==> config.mk <==
export PLATFORM = sky130hd
export DESIGN_NAME = ks10_bus_arb
export DESIGN_NICKNAME = d
export VERILOG_FILES = /design/src/rtl/ks10_bus_arb.sv
export SDC_FILE = /design/constraint.sdc
export NUM_CORES = 1
export LEC_CHECK = 0
export CAP_MARGIN = 0
export CORE_AREA = 3 3 142 144
export DETAILED_ROUTE_END_ITERATION = 12
export DIE_AREA = 0 0 145 147
export GPL_TIMING_DRIVEN = 0
export PLACE_DENSITY_LB_ADDON = 0.05
export SETUP_SLACK_MARGIN = 0.1
export SYNTH_ARGS = -nofsm -noshare
export SYNTH_HDL_FRONTEND = slang
export SYNTH_SLANG_ARGS = --single-unit
==> constraint.sdc <==
create_clock -name clk -period 3.5 [get_ports clk]
set_input_delay 0.875 -clock clk [delete_from_list [all_inputs] [get_ports clk]]
set_output_delay 0.875 -clock clk [all_outputs]
set_load 0.05 [all_outputs]
==> src/rtl/ks10_bus_arb.sv <==
`default_nettype none
// ============================================================================
// Module   : ks10_bus_arb
// Purpose  : Backplane bus arbiter that sits directly downstream of the KS10
//            CPU. Three bus masters (console, UBA, CPU) share one memory/IO
//            bus. One master at a time is granted and its request, address
//            and write data are driven onto the bus. The slave acknowledge is
//            returned only to the granted master. Read data from the slaves
//            is broadcast to every master.
//
//            Arbitration is fixed priority (console > UBA > CPU) and is only
//            performed in IDLE. A grant is never preempted. A grant ends when
//            the owner drops its request, or when it has been held for
//            HOLDMAX cycles, in which case arbERR pulses for one cycle. Every
//            grant is followed by one dead RELEASE cycle, which gives the bus
//            an address/flag turnaround between masters.
//
// Parameters:
//   HOLDMAX    maximum GRANT cycles before a forced release (>= 4)
//
// Ports:
//   clk        in   1    clock
//   rst        in   1    asynchronous, active-high reset
//   cslREQI    in   1    console bus request
//   cslADDRI   in   36   console address+flags [0:35]
//   cslDATAI   in   36   console write data [0:35]
//   cslACKO    out  1    console acknowledge
//   ubaREQI    in   1    UBA bus request
//   ubaADDRI   in   36   UBA address+flags [0:35]
//   ubaDATAI   in   36   UBA write data [0:35]
//   ubaACKO    out  1    UBA acknowledge
//   cpuREQI    in   1    CPU bus request
//   cpuADDRI   in   36   CPU address+flags [0:35]
//   cpuDATAI   in   36   CPU write data [0:35]
//   cpuACKO    out  1    CPU acknowledge
//   busREQO    out  1    bus request to the slaves
//   busADDRO   out  36   bus address+flags
//   busDATAO   out  36   bus write data
//   busACKI    in   1    OR of the slave acknowledges
//   busDATAI   in   36   OR of the slave read data
//   mstDATAO   out  36   read data broadcast to all masters
//   arbGNT     out  3    registered one-hot grant {csl,uba,cpu}
//   arbERR     out  1    one-cycle pulse after a forced (HOLDMAX) release
//
// Revision : 1.0  initial release
// ============================================================================
module ks10_bus_arb #(
   parameter int HOLDMAX = 1023
) (
   input  logic        clk,
   input  logic        rst,
   // console master
   input  logic        cslREQI,
   input  logic [0:35] cslADDRI,
   input  logic [0:35] cslDATAI,
   output logic        cslACKO,
   // UBA master
   input  logic        ubaREQI,
   input  logic [0:35] ubaADDRI,
   input  logic [0:35] ubaDATAI,
   output logic        ubaACKO,
   // CPU master
   input  logic        cpuREQI,
   input  logic [0:35] cpuADDRI,
   input  logic [0:35] cpuDATAI,
   output logic        cpuACKO,
   // shared bus
   output logic        busREQO,
   output logic [0:35] busADDRO,
   output logic [0:35] busDATAO,
   input  logic        busACKI,
   input  logic [0:35] busDATAI,
   // broadcast read data and arbiter status
   output logic [0:35] mstDATAO,
   output logic [2:0]  arbGNT,
   output logic        arbERR
);

   // Hold counter just wide enough to reach HOLDMAX-1; it never wraps.
   localparam int                CNT_W   = $clog2(HOLDMAX);
   localparam logic [CNT_W-1:0]  CNT_MAX = CNT_W'(HOLDMAX - 1);
   localparam logic [CNT_W-1:0]  CNT_ONE = CNT_W'(1);

   typedef enum logic [1:0] {
      ST_IDLE    = 2'd0,
      ST_GRANT   = 2'd1,
      ST_RELEASE = 2'd2
   } state_t;

   state_t            state_q, state_d;
   logic [2:0]        gnt_q,   gnt_d;     // {csl,uba,cpu}
   logic [CNT_W-1:0]  cnt_q,   cnt_d;
   logic              err_q,   err_d;

   logic [2:0]        req_vec;            // {csl,uba,cpu}
   logic [2:0]        winner;
   logic              owner_req;
   logic              in_grant;

   assign req_vec   = {cslREQI, ubaREQI, cpuREQI};
   assign in_grant  = (state_q == ST_GRANT);
   // Request level of whoever currently owns the bus (zero if nobody does).
   assign owner_req = |(gnt_q & req_vec);

   // Fixed-priority pick, only consumed in IDLE.
   always_comb begin
      winner = 3'b000;
      if (cslREQI) begin
         winner = 3'b100;
      end else if (ubaREQI) begin
         winner = 3'b010;
      end else if (cpuREQI) begin
         winner = 3'b001;
      end
   end

   // ------------------------------------------------------------------
   // State register
   // ------------------------------------------------------------------
   always_ff @(posedge clk or posedge rst) begin
      if (rst) begin
         state_q <= ST_IDLE;
         gnt_q   <= 3'b000;
         cnt_q   <= '0;
         err_q   <= 1'b0;
      end else begin
         state_q <= state_d;
         gnt_q   <= gnt_d;
         cnt_q   <= cnt_d;
         err_q   <= err_d;
      end
   end

   // ------------------------------------------------------------------
   // Next-state logic
   // ------------------------------------------------------------------
   always_comb begin
      state_d = state_q;
      gnt_d   = gnt_q;
      cnt_d   = cnt_q;
      err_d   = 1'b0;

      case (state_q)
         ST_IDLE: begin
            gnt_d = 3'b000;
            if (|req_vec) begin
               gnt_d   = winner;
               cnt_d   = '0;
               state_d = ST_GRANT;
            end
         end

         ST_GRANT: begin
            if (!owner_req) begin
               // Normal end of transfer (includes master-side NXM/NXD timeouts).
               state_d = ST_RELEASE;
               gnt_d   = 3'b000;
            end else if (cnt_q == CNT_MAX) begin
               // Owner has held the bus for HOLDMAX cycles: take it away.
               // The counter is left saturated; IDLE clears it on next grant.
               state_d = ST_RELEASE;
               gnt_d   = 3'b000;
               err_d   = 1'b1;
            end else begin
               cnt_d = cnt_q + CNT_ONE;
            end
         end

         ST_RELEASE: begin
            state_d = ST_IDLE;
            gnt_d   = 3'b000;
         end

         default: begin
            state_d = ST_IDLE;
            gnt_d   = 3'b000;
            cnt_d   = '0;
         end
      endcase
   end

   // ------------------------------------------------------------------
   // Bus-side outputs
   // ------------------------------------------------------------------
   // The request is passed through live so a master dropping REQ is seen by
   // the slaves in the same cycle, before the arbiter samples it.
   assign busREQO  = in_grant & owner_req;

   // AND-OR mux on the one-hot grant; all-zero whenever nobody is granted.
   assign busADDRO = ({36{in_grant & gnt_q[2]}} & cslADDRI)
                   | ({36{in_grant & gnt_q[1]}} & ubaADDRI)
                   | ({36{in_grant & gnt_q[0]}} & cpuADDRI);

   assign busDATAO = ({36{in_grant & gnt_q[2]}} & cslDATAI)
                   | ({36{in_grant & gnt_q[1]}} & ubaDATAI)
                   | ({36{in_grant & gnt_q[0]}} & cpuDATAI);

   // ------------------------------------------------------------------
   // Master-side outputs
   // ------------------------------------------------------------------
   // Acknowledge is routed with zero latency and only while a grant is
   // live; a stray busACKI in IDLE/RELEASE is dropped.
   assign cslACKO  = busACKI & gnt_q[2] & in_grant;
   assign ubaACKO  = busACKI & gnt_q[1] & in_grant;
   assign cpuACKO  = busACKI & gnt_q[0] & in_grant;

   assign mstDATAO = busDATAI;

   assign arbGNT   = gnt_q;
   assign arbERR   = err_q;

endmodule
`default_nettype wire

After elaboration in Yosys (flattened, before gate mapping) --
Index checks and enable logic that the tools add are counted.
Operators by class: add/sub/neg operators 1, eq/ne operators 7, multiplexer cells 18, bitwise logic cells 22, reduce and logical (&&, ||, !) cells 5
Operators with widths (number):
- $and A36 B36 Y36 | 6
- $or A36 B36 Y36 | 4
- $mux W10 | 3
- $pmux W10 S3 | 1
- $mux W3 | 4
- $add A10 B1 Y10 const B | 1
- $and A1 B1 Y1 | 10
- $eq A10 B10 Y1 const B | 1
- $mux W2 | 4
- $ne A2 B2 Y1 const B | 3
- $pmux W3 S2 | 1
- $reduce_or A3 Y1 | 2
- $mux W1 | 4
- $pmux W2 S2 | 1
- $reduce_and A4 Y1 | 1
- $and A3 B3 Y3 | 1
- $ne A3 B2 Y1 const B | 1
- $eq A2 B1 Y1 const B | 1
- $eq A2 B2 Y1 const B | 1
- $logic_not A2 Y1 | 1
- $reduce_and A2 Y1 | 1
- $not A1 Y1 | 1
Storage, ports and cells: bits in registers 16, input port bits 258, output and inout port bits 116, logic and storage cells 57

Longest topological paths before layout --
depth in word-level cells 5, depth in mapped cells 6, mapped depth without buffers 6

Worst setup path after synthesis --
No wires, ideal clock.
path kind reg2out, start register gnt_q[0] (netlist: arbGNT[0]), end output busADDRO[10] in the netlist's numbering, arrival time 1.704 ns, data required time 2.625 ns, setup slack 0.921 ns, stages on the path, launching flop included 6, buffers on the path 2, cells stage by stage dfrtp_1 and2_1 buf_2 clkbuf_1 a222oi_1 inv_1
On the way: word-level cells in the longest chain between the ends 3
Ends and longest elaborated chain:
- start: declaration | line 91 | logic [2:0] gnt_q, gnt_d;
- start signal: assignment | line 128 | gnt_q <= gnt_d;
- $and A1 B1 Y1 | line 192 | | ({36{in_grant & gnt_q[0]}} & cpuADDRI);
- $and A36 B36 Y36 | line 192
- $or A36 B36 Y36 | line 192
- end: declaration | line 69 | output logic [0:35] busADDRO,
No other way between the ends.

Worst setup path in the final report --
start input cslREQI, end output busREQO
On the way: word-level cells in the longest chain between the ends 3
Ends and longest elaborated chain:
- start: declaration | line 53 | input logic cslREQI,
- $and A3 B3 Y3 | line 103 | assign owner_req = |(gnt_q & req_vec);
- $reduce_or A3 Y1 | line 103
- $and A1 B1 Y1 | line 187 | assign busREQO = in_grant & owner_req;
- end: declaration | line 68 | output logic busREQO,
No other way between the ends.

==> results.toml <==
[critical_path]
cp_slowest_cell = "clkdlybuf4s50_1"
worst-path-stages = 6
worst-path-buf-inv = 4
worstSetupPathType = "primary input to primary output"
worstPathCellList = "clkdlybuf4s50_1 > a222oi_1 > nand2b_1 > buf_6 > inv_4 > dlygate4sd2_1"
r2r-end = "cnt_q[0]"
critPathLaunch = "cslREQI"
reg2reg_from = "arbGNT[2]"
critPathArrivalTime_ns = 2.60
reg2reg_depth = 5
cp-end-kind = "primary output"
endpoint = "busREQO"
slowest_delay_ns = 0.48
startpoint_type = "primary input"
required_ns = 2.62
crit_fanout = 8
crit_family = "buffers and inverters"
ff2ff_setup_slack_ns = 1.56

[yosys]
synth-edff-count = 0
avgSynthCellArea_um2 = 7.84
yosysMostFrequentCell = "inv_1"
ys_top_cells_by_count = "inv_1, a222oi_1, buf_4, buf_2, dfrtp_1"
async_reset_ff_share_pct = 100
synth-seq-cells = 16
ys_types = 44
netlist_instances = 298
synth_top_area_cell = "a222oi_1"
yosysWarnings = 0
synthTopCellsByArea = "a222oi_1, dfrtp_1, inv_1"
yosysSeqAreaShare_pct = 17.1
synth_top_area_share_pct = 31.3
synth.net_count = 558
ys.flop_type = "dfrtp_1"
synth_area_mm2 = 0.00234

[power_and_ir_drop]
p_int_mw = 1.04
powerDensity_mw_per_mm2 = 409
switching_share_pct = 57.3
p_total_mw = 2.44
p_seq_share_pct = 9.9
ir_drop_uv = 238
p_comb_share_pct = 81.0
power.switching_mw = 1.40
clockPowerShare_pct = 9.1
leakagePower_nw = 3.16

[flow_run]
drv_cap = 0

[route]
vias_per_cell = 4.38
drt-total-wl_um = 20700
drc = 0
wl_per_cell_um = 22.9
antenna_left = 0
firstDrtPassIters = 8
drt_first_iter_violations = 474
num_vias = 3953

[timing]
fin_skew_ns = 0.00141
max_freq_ghz = 0.288
tightest_slew_ns = 0.682
finalCriticalPeriod_ns = 3.48
finalSetupViolations = 0
holdWs_ns = 0.563
hold_violations = 0
totalNegativeSetupSlack_ns = 0
rsz0062_at_grt = "yes"
slew_viol_final = 0
relSlewSlack_pct = 54.5
min_period_over_period_pct = 99.3

[grt]
grt_start_max_net_pins = 17
grt.overflow.total = 0
grt_pass1_vias = 4032
antenna_found_initial = 11
grt_pass1_wl_um = 28700
track_usage_pct = 17.9

[layout]
finalNetCount = 901
area_growth_syn_to_layout_pct = 155
drive_gt1_share_pct = 15.5
fill_cells = 2026

[clock_network]
cts_tree = "yes"
root_buffer = "clkbuf_16"
cts-buffers-inserted = 3
htree_levels = 1
clock_latency_ns = 0.25
cts_buffer_depth = 2
hold_buffers = 0
clock-sinks = 16
path_clk_slew_ns = 0.05

[place]
dp_hpwl_um = 18000
gp_congestion = 0.862
numPortBuffers = 337

[floorplanning]
die_h_um = 147
coreArea_mm2 = 0.0188
io-pin-count = 374
dieArea_mm2 = 0.0213
die_w_um = 145
num_rows = 50
start_util_pct = 12.4

[worst_hold_path]
hold_path.class = "flop to flop"
min_path_cells = 1

[outcome]
status = "finished clean"
-- power by group through the flow --
stage,clock (mW),combinational (mW),sequential (mW)
6_report,0.223,1.98,0.242
2_1_floorplan,0,1.23,0.262
3_5_place_dp,0,2.12,0.245
4_1_cts,0.231,2.00,0.242
3_3_place_gp,0,2.12,0.245
5_1_grt,0.237,2.08,0.247
-- registers in the layout (all words and copies together), names as in the netlist --
name,flops
arbGNT,3
arbERR,1
state_q,2
cnt_q,10
-- metal layers --
layer,vias to the layer above,track usage [%],wire (µm)
met5,-,0,118
met4,18,3.18,336
met3,34,7.68,2160
met2,242,30.6,10000
met1,1839,21.2,8020
li1,1820,-,-
-- cells by family after synthesis --
family	Yosys count	synth area share, %
adders and majority gates	2	1.07
muxes	1	0.482
buffers and inverters	141	29.9
AOI/OAI and AO/OA	90	38.7
DFF	16	17.1
and+or+nand+nor	48	12.7
-- layout make-up --
cell class              instances  area, µm²  share of cell area [%]
diodes                          3       7.51                   0.126
plain buffers                  64        415                    6.96
clock buffers                   3       75.1                    1.26
inverters                      77        292                    4.88
multi-input cells             141       1240                    20.7
flip-flops and latches         16        400                    6.71
well taps                     260        325                    5.45
repair buffers                338       3220                    53.9
-- layout by cell type, fill, tap and decap left out, types with 4 or more instances in the layout --
cell type,instances
a222oi_1,73
a221o_1,4
and3_1,6
buf_2,21
clkdlybuf4s50_1,264
nand4_1,4
dfrtp_1,16
dlygate4sd2_1,50
nand3_1,4
clkbuf_2,26
buf_4,37
and2_1,7
inv_1,76
nor3_1,4
nor2_1,5
-- through the flow --
step	setup WS [ns]	cells	util (%)	area, µm²
5_1_grt	-0.0418	901	31.7	5970
6_report	0.0247	902	31.7	5970
2_1_floorplan	0.921	298	-	2340
4_1_cts	-0.0675	898	32.0	6030
3_5_place_dp	-0.377	895	32.1	6040
3_3_place_gp	-0.383	895	32.1	6040
-- worst min-delay path by stage --
stage | end | startpoint
floorplan | cnt_q[9] | cnt_q[9]
global placement | cnt_q[9] | cnt_q[9]
detailed placement | cnt_q[9] | cnt_q[9]
CTS | cnt_q[9] | cnt_q[9]
global route | cnt_q[1] | cnt_q[1]
finish | cnt_q[9] | cnt_q[9]
-- repair_timing --
action,4_1_cts,5_1_grt
pin swaps,1,1
setup buffers,0,1
resized for setup,79,46
endpoints found under the setup margin,72,32
Note: power is estimated with default switching activity, not from simulation.
